[src/rtl/flash_chk_pattern_gen.sv]
// Incrementing byte pattern (byte k = seed + k, 8-bit wrap), shared with the
// write data generator so both sides of the flash path agree on the data.
module flash_chk_pattern_gen (
  input  logic       clk,
  input  logic       rst,
  input  logic       load,
  input  logic [7:0] seed,
  input  logic       advance,
  output logic [7:0] exp_byte
);

  always_ff @(posedge clk) begin
    if (rst) begin
      exp_byte <= 8'd0;
    end else if (load) begin
      exp_byte <= seed;
    end else if (advance) begin
      exp_byte <= exp_byte + 8'd1;
    end
  end

endmodule

[config.mk]
export PLATFORM = sky130hd
export DESIGN_NAME = flash_chk_pattern_gen
export DESIGN_NICKNAME = d
export VERILOG_FILES = /design/src/rtl/flash_chk_pattern_gen.sv
export SDC_FILE = /design/constraint.sdc
export NUM_CORES = 1
export LEC_CHECK = 0
export ABC_AREA = 1
export ABC_CLOCK_PERIOD_IN_PS = 2620
export CORE_AREA = 2 2 39 41
export CTS_CLUSTER_SIZE = 10
export DETAILED_ROUTE_END_ITERATION = 8
export DIE_AREA = 0 0 41 43
export MAX_ROUTING_LAYER = met4
export PLACE_DENSITY = 0.7
export SYNTH_ARGS = -nofsm -noshare
export SYNTH_HDL_FRONTEND = slang
export SYNTH_SLANG_ARGS = --single-unit
[constraint.sdc]
create_clock -name clk -period 2.62 [get_ports clk]
set_input_delay 0.524 -clock clk [delete_from_list [all_inputs] [get_ports clk]]
set_output_delay 0.524 -clock clk [all_outputs]
set_load 0.02 [all_outputs]
==> results of run 1 <==
cells in the mapped netlist:
master	instances	share of area (%)
a22oi_1	4	6.1
nor2_1	5	3.8
o21ai_1	1	1.0
nor2_2	3	3.8
ha_1	1	2.6
inv_1	7	5.4
o21ai_0	2	2.0
xor2_1	1	1.8
a21oi_1	5	5.1
inv_2	2	1.5
dfxtp_1	8	33
nand4_1	1	1.3
a21oi_2	1	1.8
nand3_2	2	4.1
o211ai_1	1	1.5
o21bai_1	2	3.1
buf_6	1	2.3
nand2_2	2	2.6
nand3_1	5	5.1
nand2_1	16	12
power groups by stage:
stage,clock (mW),combinational (mW),sequential (mW)
4_1_cts,0.104,0.0737,0.141
3_3_place_gp,0,0.0731,0.144
5_1_grt,0.109,0.0797,0.143
6_report,0.100,0.0734,0.141
3_5_place_dp,0,0.0733,0.144
2_1_floorplan,0,0.0273,0.151
placed cells by master, fill, tap and decap left out, drive strengths merged:
cell and instances:
a21oi 6, a22oi 4, clkbuf 3, clkdlybuf4s50 19, dfxtp 8, ha 1
inv 9, nand2 18, nand3 7, nand4 1, nor2 8, o211ai 1
o21ai 3, o21bai 2, xor2 1
routing by layer:
| metal | global-route usage, % | up-vias |
|---|---|---|
| met3 | 4.712 | 6 |
| met2 | 21.25 | 19 |
| met5 | - | - |
| met1 | 20.32 | 228 |
| met4 | 10.00 | 0 |
| li1 | - | 276 |
area by class of cell:
cell class / instances / area [sq um] / share of cell area, %
tap: 16 / 20.02 / 2.817
timing repair buffer: 19 / 190.2 / 26.76
clock buffer: 3 / 22.52 / 3.169
sequential: 8 / 160.2 / 22.54
inverter: 9 / 33.78 / 4.754
multi-input combinational: 52 / 284.0 / 39.96
path summary, 6_finish.rpt:
path               start          end  slack (ns)  cells after the start
max          exp_byte[2]  exp_byte[2]        0.73                      1
min          exp_byte[7]  exp_byte[7]        0.59                      4
max reg2reg  exp_byte[0]  exp_byte[4]        1.38                      6
min reg2reg  exp_byte[7]  exp_byte[7]        0.59                      4
cells by family after synthesis:
kind of cell | after synthesis | synth area share, %
buffers and inverters | 10 | 9.209
adder cells (fa/ha/maj) | 1 | 2.557
flip-flops | 8 | 32.74
AND/OR/NAND/NOR | 34 | 32.99
AO/OA/AOI/OAI | 16 | 20.71
XOR/XNOR | 1 | 1.791
per-stage QoR:
step / hold slack, ns / setup WS [ns] / util [%]
floorplan: 0.5864 / 1.375 / -
global placement: 0.5889 / 0.8725 / 49.73
detailed placement: 0.5817 / 0.8601 / 49.73
CTS: 0.5964 / 0.7255 / 51.36
global route: 0.6414 / 0.6624 / 51.36
finish: 0.5935 / 0.7256 / 51.36
==> metrics.cfg, run 1 <==
[logic_synthesis]
netlist_area_sq_um=489.2
yosysWarnings=0
syn_nets=83
synth_cell_types=20
avgSynthCellArea_sq_um=6.989
seq_area_frac_synth_pct=32.74
syn_inst=70
synth_seq_cells=8

[setup_path]
startpoint_type=register
cp_num_buf_inv=1
crit_family=buffers and inverters
worstSetupPathType=reg2out
cp_max_fo=6
crit_arrival_ns=1.37
end_kind=primary output
cp_cell_sequence=clkdlybuf4s50_1
slowest_delay_ns=0.65
cp.required_ns=2.10
crit_slowest_cell=clkdlybuf4s50_1

[placed_design]
postPlaceCellArea_sq_um=688.2
gp_congestion=0.8150
place_inst=104
io_buffers=19
dp_hpwl_microns=880.2

[detailed_routing]
met2WireLength_microns=506
wl_met3_microns=49
drc=0
routed_wl_mm=1.157
via_count=529
drt_pass1_iterations=4
dr.max_layer_used=met4
drtIter0Drc=16
drt-met1-wl_microns=564
vias_per_cell=4.944
wl_per_cell_microns=10.81
ant_nets=0

[timing]
fin_crit_sh_pct=72.30
slew_headroom_pct=77.25
tightest_slew_ns=0.3402
finalMaxSlewViolations=0
setup_violations=0
max_freq_mhz=527.9
hold_violations=0
fin_tns_setup_ns=0
clock_skew_ns=0.001407
rsz0062_at_grt=false
period_minus_slack_ns=1.894

[pwr]
p_per_area_nw_per_um2=442.2
finalPower_mw=0.3143
p_int_mw=0.2216
power_frac_clock_pct=31.8
switchingPower_mw=0.09264
p_leak_nw=0.2779
combPwrFrac_pct=23.3
p_seq_share_pct=44.9
ir_drop_v=0.0001745
p_sw_share_pct=29.48

[die]
ios=20
start_util_pct=35.35
dieWidth_microns=41
die_area_sq_um=1763
rows=14
core_sq_um=1384
die_y_microns=43

[clock_network]
hold_buffers=0
cts_setup_buffers=0
path_clk_slew_ns=0.06
cts.sinks=8
cts-root-buf=clkbuf_4
cts_tree=done
post_cts_resized=0
insertion_delay_ns=0.26
cts_inserted_buffers=3
clock_path_buffers=2
h-tree-depth=1

[global_route]
grt_pass1_vias=450
grt_pass1_wl_mm=1.821
antenna_found_initial=0
grt_usage_pct=15.96
grt.overflow.total=0
grt_max_degree=9

[layout]
area_growth_pct=45.27
top_register=exp_byte
fin_nets=106
fill_cells=139
top_regs=exp_byte x8
drive_gt1_share_pct=14.29
fin_cells=107
stdcell_area_sq_um=710.7
antennaDiodeCount=0
largest_reg_flops=8

[status]
status=complete, no violations

[min_path]
hold_path_class=reg2reg

[flow_run]
cap_violations=0

Power figures use the tool's default switching activity.
==> inputs of run 2 (changes only) <==
Settings changed: ABC_CLOCK_PERIOD_IN_PS 2620 to 1590, CORE_AREA 2 2 39 41 to unset, CORE_MARGIN set to 2, CORE_UTILIZATION set to 36, DIE_AREA 0 0 41 43 to unset, PLACE_DENSITY 0.7 to 0.72.
Clock period 2.62 ns to 1.59 ns, I/O delays scaled along.
==> run 2 against run 1 <==
Combinational power increased by 84%. Die area decreased by 5.3%. Critical path depth unchanged. Clock skew increased by 0.0050 ns. Setup slack got worse by 0.66 ns. Total power increased by 67%. Cell area increased by 4.8%. Via count increased by 7.4%. First-iteration DRC count decreased by 56%. Final cell count increased by 3.7%. Non-clock buffer count increased by 5. Highest routed layer unchanged.
==> metrics.cfg, run 2 (synthesized netlist as in run 1, its figures left out) <==
[timing]
finalMaxSlewViolations=0  ; unchanged
fin_tns_setup_ns=0  ; unchanged
rsz0062_at_grt=false
fin_crit_sh_pct=95.68
clock_skew_ns=0.006372  ; +0.004965 ns
max_freq_mhz=657.4
hold_violations=0  ; unchanged
fin_ws_ns=0.06875  ; -0.6569 ns
tightest_slew_ns=0.2741  ; -0.06615 ns
slew_headroom_pct=81.67  ; +4.4 points
period_minus_slack_ns=1.521
setup_violations=0  ; unchanged

[status]
status=complete, no violations

[detailed_routing]
drt_pass1_iterations=4  ; unchanged
ant_nets=0  ; unchanged
wl_per_cell_microns=11.46  ; +6.0%
routed_wl_mm=1.272  ; +9.9%
vias_per_cell=5.117  ; +3.5%
drtIter0Drc=7  ; -9
via_count=568  ; +7.4%
drc=0  ; unchanged

[setup_path]
end_kind=primary output
cp.required_ns=1.27  ; -0.83 ns
startpoint_type=register
cp_cell_sequence=clkdlybuf4s50_1
crit_family=buffers and inverters
cp_max_fo=2  ; -4
worstSetupPathType=reg2out
crit_slowest_cell=clkdlybuf4s50_1
slowest_delay_ns=0.61  ; -0.04 ns
cp_num_buf_inv=1  ; unchanged
crit_arrival_ns=1.20  ; -0.17 ns

[global_route]
grt_pass1_wl_mm=2.001  ; +9.9%
grt.overflow.total=0  ; unchanged
grt_usage_pct=19.47  ; +3.5 points
grt_max_degree=7  ; -2
antenna_found_initial=0  ; unchanged
grt_pass1_vias=488  ; +8.4%

[placed_design]
place_inst=108  ; +3.8%
gp_congestion=0.8156  ; about the same
dp_hpwl_microns=988.2  ; +12%
io_buffers=19  ; unchanged
pre_cts_ws_ns=0.08882  ; -0.7713 ns

[clock_network]
cts.sinks=8  ; unchanged
cts-root-buf=clkbuf_4
h-tree-depth=1  ; unchanged
cts_setup_buffers=0  ; unchanged
clock_path_buffers=2  ; unchanged
insertion_delay_ns=0.26  ; about the same
path_clk_slew_ns=0.06  ; about the same
hold_buffers=0  ; unchanged
cts_inserted_buffers=3  ; unchanged
post_cts_resized=4  ; +4
cts_tree=done

[layout]
layout_common_cells=nand2_1 (16), clkdlybuf4s50_1 (14), dfxtp_1 (8)
fin_nets=111  ; +4.7%
drive_gt1_share_pct=18.75  ; +4.5 points
top_register=exp_byte
largest_reg_flops=8  ; unchanged
top_regs=exp_byte x8
fin_cells=111  ; +3.7%
area_growth_pct=52.17
antennaDiodeCount=0  ; unchanged
final_common_cell=nand2_1

[die]
die_y_microns=40.87  ; -5.0%
rows=13  ; -1
dieWidth_microns=40.87  ; -0.33%
start_util_pct=38.07  ; +2.7 points
core_sq_um=1285  ; -7.1%
ios=20  ; unchanged
die_area_sq_um=1670  ; -5.3%

[pwr]
p_per_area_nw_per_um2=705.9  ; +60%
p_leak_nw=0.3335  ; +20%
ir_drop_v=0.0003609  ; +110%

[flow_run]
cap_violations=0  ; unchanged

[min_path]
hold_path_class=reg2reg

-- run 2: cell count changes in the layout (fill, tap and decap cells not counted) --
cell	change
clkdlybuf4s50_1	-5
dlymetal6s2s_1	+1
dlygate4sd2_1	+4
buf_4	+5
-- run 2: power breakdown --
part           internal, mW  leakage (nW)  switching, mW
Clock                0.0870        0.0138         0.0776
Sequential            0.214        0.0662         0.0122
Combinational        0.0698         0.254         0.0652
Total                 0.371         0.334          0.155
-- run 2: layout make-up --
cell class / count / area (sq um)
fill: 133 / 540.5
multi-input combinational: 52 / 284.0
timing repair buffer: 24 / 225.2
sequential: 8 / 160.2
inverter: 9 / 33.78
clock buffer: 3 / 22.52
tap: 15 / 18.77
-- run 2: final timing paths --
kind	from	end	slack, ns	cells past startpoint
hold / removal	exp_byte[7]	exp_byte[7]	0.59	4
setup / recovery	exp_byte[0]	exp_byte[0]	0.07	1
hold reg to reg	exp_byte[7]	exp_byte[7]	0.59	4
setup reg to reg	exp_byte[0]	exp_byte[4]	0.38	7
-- run 2: through the flow --
step / utilization [%] / area [sq um] / total power [mW] / hold WS, ns
final: 57.94 / 744.5 / 0.5255 / 0.5893
after global routing: 57.94 / 744.5 / 0.5579 / 0.6227
after CTS: 57.74 / 742.0 / 0.5374 / 0.5932
after detailed placement: 56.38 / 724.4 / 0.3700 / 0.5805
after global placement: 56.38 / 724.4 / 0.3688 / 0.5702
after floorplan: - / 489.2 / 0.2945 / 0.3804
-- run 2: metal layers --
layer | part of all wire, % | wire (microns) | GRT usage, % | vias up
met5 | 0 | 0 | - | -
met3 | 6.4 | 81 | 9.783 | 2
li1 | - | - | - | 285
met2 | 48 | 612 | 31.64 | 17
met1 | 44 | 561 | 20.78 | 264
met4 | 1.3 | 16 | 5.000 | 0
==> inputs of run 3 (changes only) <==
Settings changed: CORE_MARGIN 2 to 3.
==> run 3 against run 2 <==
Sequential share of layout area shrank 0.072 points. First-iteration DRC count grew 100%. Core utilization grew 5.0 points. Die area grew 10%. Setup slack gained 0.016 ns. Global-route usage shrank 4.4 points. Hold slack gained 0.0013 ns. Non-clock buffer count is the same. Sequential power is essentially flat. Critical path depth is the same. Cell area grew 0.34%. Total power shrank 1.6%. Critical path type unchanged. Largest power group unchanged.
==> metrics.cfg, run 3 (synthesized netlist as in run 1, its figures left out) <==
[status]
status=complete, no violations

[timing]
hold_violations=0  ; unchanged
slew_headroom_pct=81.31  ; -0.36 points
max_freq_mhz=664.2  ; +1.0%
fin_tns_setup_ns=0  ; unchanged
tightest_slew_ns=0.2794  ; +0.005343 ns
clock_skew_ns=0.004069  ; -0.002304 ns
fin_ws_ns=0.08436  ; +0.01562 ns
fin_crit_sh_pct=94.69  ; -0.98 points
finalMaxSlewViolations=0  ; unchanged
rsz0062_at_grt=false
period_minus_slack_ns=1.506  ; -0.01562 ns
setup_violations=0  ; unchanged

[layout]
final_common_cell=nand2_1
layout_common_cells=nand2_1 (16), clkdlybuf4s50_1 (14), dfxtp_1 (8)
fin_cells=110  ; -0.90%
final_util_pct=62.97  ; +5.0 points
top_regs=exp_byte x8
antennaDiodeCount=0  ; unchanged
drive_gt1_share_pct=18.75  ; unchanged
fin_nets=111  ; unchanged
area_growth_pct=52.69
largest_reg_flops=8  ; unchanged
top_register=exp_byte

[die]
dieWidth_microns=42.87  ; +4.9%
ios=20  ; unchanged
core_sq_um=1186  ; -7.7%
die_y_microns=42.87  ; +4.9%
die_area_sq_um=1837  ; +10%
rows=12  ; -1
start_util_pct=41.24  ; +3.2 points

[pwr]
p_per_area_nw_per_um2=692.0  ; -2.0%
ir_drop_v=0.0004784  ; +33%
p_leak_nw=0.3456  ; +3.6%
finalPower_mw=0.5169  ; -1.6%

[setup_path]
cp.depth=1  ; unchanged
end_kind=primary output
worstSetupPathType=reg2out
cp.required_ns=1.27  ; about the same
crit_arrival_ns=1.19  ; about the same
cp_num_buf_inv=1  ; unchanged
cp_max_fo=2  ; unchanged
slowest_delay_ns=0.60  ; about the same
reg2reg_setup_slack_ns=0.40  ; +0.02 ns
crit_end=exp_byte[1]
crit_family=buffers and inverters
crit_slowest_cell=clkdlybuf4s50_1
reg2regPathDepth=7  ; unchanged
critPathLaunch=exp_byte[1]
reg2reg_to=exp_byte[6]
startpoint_type=register
reg2reg_from=exp_byte[0]
cp_cell_sequence=clkdlybuf4s50_1

[clock_network]
insertion_delay_ns=0.25  ; about the same
hold_buffers=0  ; unchanged
cts_tree=done
clock_path_buffers=2  ; unchanged
h-tree-depth=1  ; unchanged
cts.sinks=8  ; unchanged
path_clk_slew_ns=0.06  ; about the same
cts_inserted_buffers=3  ; unchanged
cts_setup_buffers=0  ; unchanged
cts-root-buf=clkbuf_4

[min_path]
min-delay-start=exp_byte[7]
hold_path_class=reg2reg

[flow_run]
cap_violations=0  ; unchanged

[global_route]
grt_pass1_wl_mm=2.056  ; +2.7%
grt.overflow.total=0  ; unchanged
grt_usage_pct=15.04  ; -4.4 points
antenna_found_initial=0  ; unchanged
grt_max_degree=7  ; unchanged
grt_pass1_vias=486  ; -0.41%

[detailed_routing]
drc=0  ; unchanged
via_count=533  ; -6.2%
ant_nets=0  ; unchanged
vias_per_cell=4.845  ; -5.3%
routed_wl_mm=1.217  ; -4.3%
drt_pass1_iterations=4  ; unchanged
wl_per_cell_microns=11.06  ; -3.5%
drtIter0Drc=14  ; +7

[placed_design]
place_inst=107  ; -0.93%
pre_cts_ws_ns=0.07336  ; -0.01545 ns
io_buffers=19  ; unchanged
dp_hpwl_microns=956.8  ; -3.2%
gp_congestion=0.8217  ; +0.75%

[run 3: tightest hold or removal path, delay by kind of cell, from the launching register on]
kind / cells / cell delay (ns)
flops: 1 / 0.34
simple gates: 2 / 0.12
buf+inv: 1 / 0.06
compound gates: 1 / 0.04
[run 3: repair_timing]
action,4_1_cts,5_1_grt
cloned,0,0
endpoints found under the setup margin,3,2
resized for setup,3,2
endpoints found under the hold margin,0,0
[run 3: layout make-up]
class	count	area, sq um
Clock buffer	3	22.52
Sequential cell	8	160.2
Timing Repair Buffer	24	229.0
Tap cell	14	17.52
Inverter	9	33.78
Multi-Input combinational cell	52	284.0
Fill cell	110	439.2
[run 3: worst min path at each step]
stage	to	slack [ns]	cells after the start
after CTS	exp_byte[7]	0.59	4
after global routing	exp_byte[7]	0.61	4
after global placement	exp_byte[4]	0.57	3
after floorplan	exp_byte[7]	0.38	1
final	exp_byte[7]	0.59	4
after detailed placement	exp_byte[7]	0.58	4
[run 3: stage by stage]
step                area [sq um]  hold WS [ns]
global placement           723.2        0.5741
global route               747.0        0.6150
CTS                        742.0        0.5899
floorplan                  489.2        0.3804
detailed placement         723.2        0.5818
finish                     747.0        0.5905
[run 3: report_power, final]
part	total, mW	internal [mW]	switching (mW)	leakage (nW)
registers	0.226	0.214	0.0121	0.0662
clock network	0.155	0.0864	0.0688	0.0138
logic	0.136	0.0706	0.0653	0.266
total	0.517	0.371	0.146	0.346
[run 3: layer usage]
layer  track usage (%)  vias to the layer above  share of wire, %  wire length, microns
met1             19.80                      230                49                   600
met4             7.453                        0              0.66                     8
met3             3.814                        2               5.6                    68
met5                 -                        -                 0                     0
met2             20.96                       14                44                   539
li1                  -                      287                 -                     -
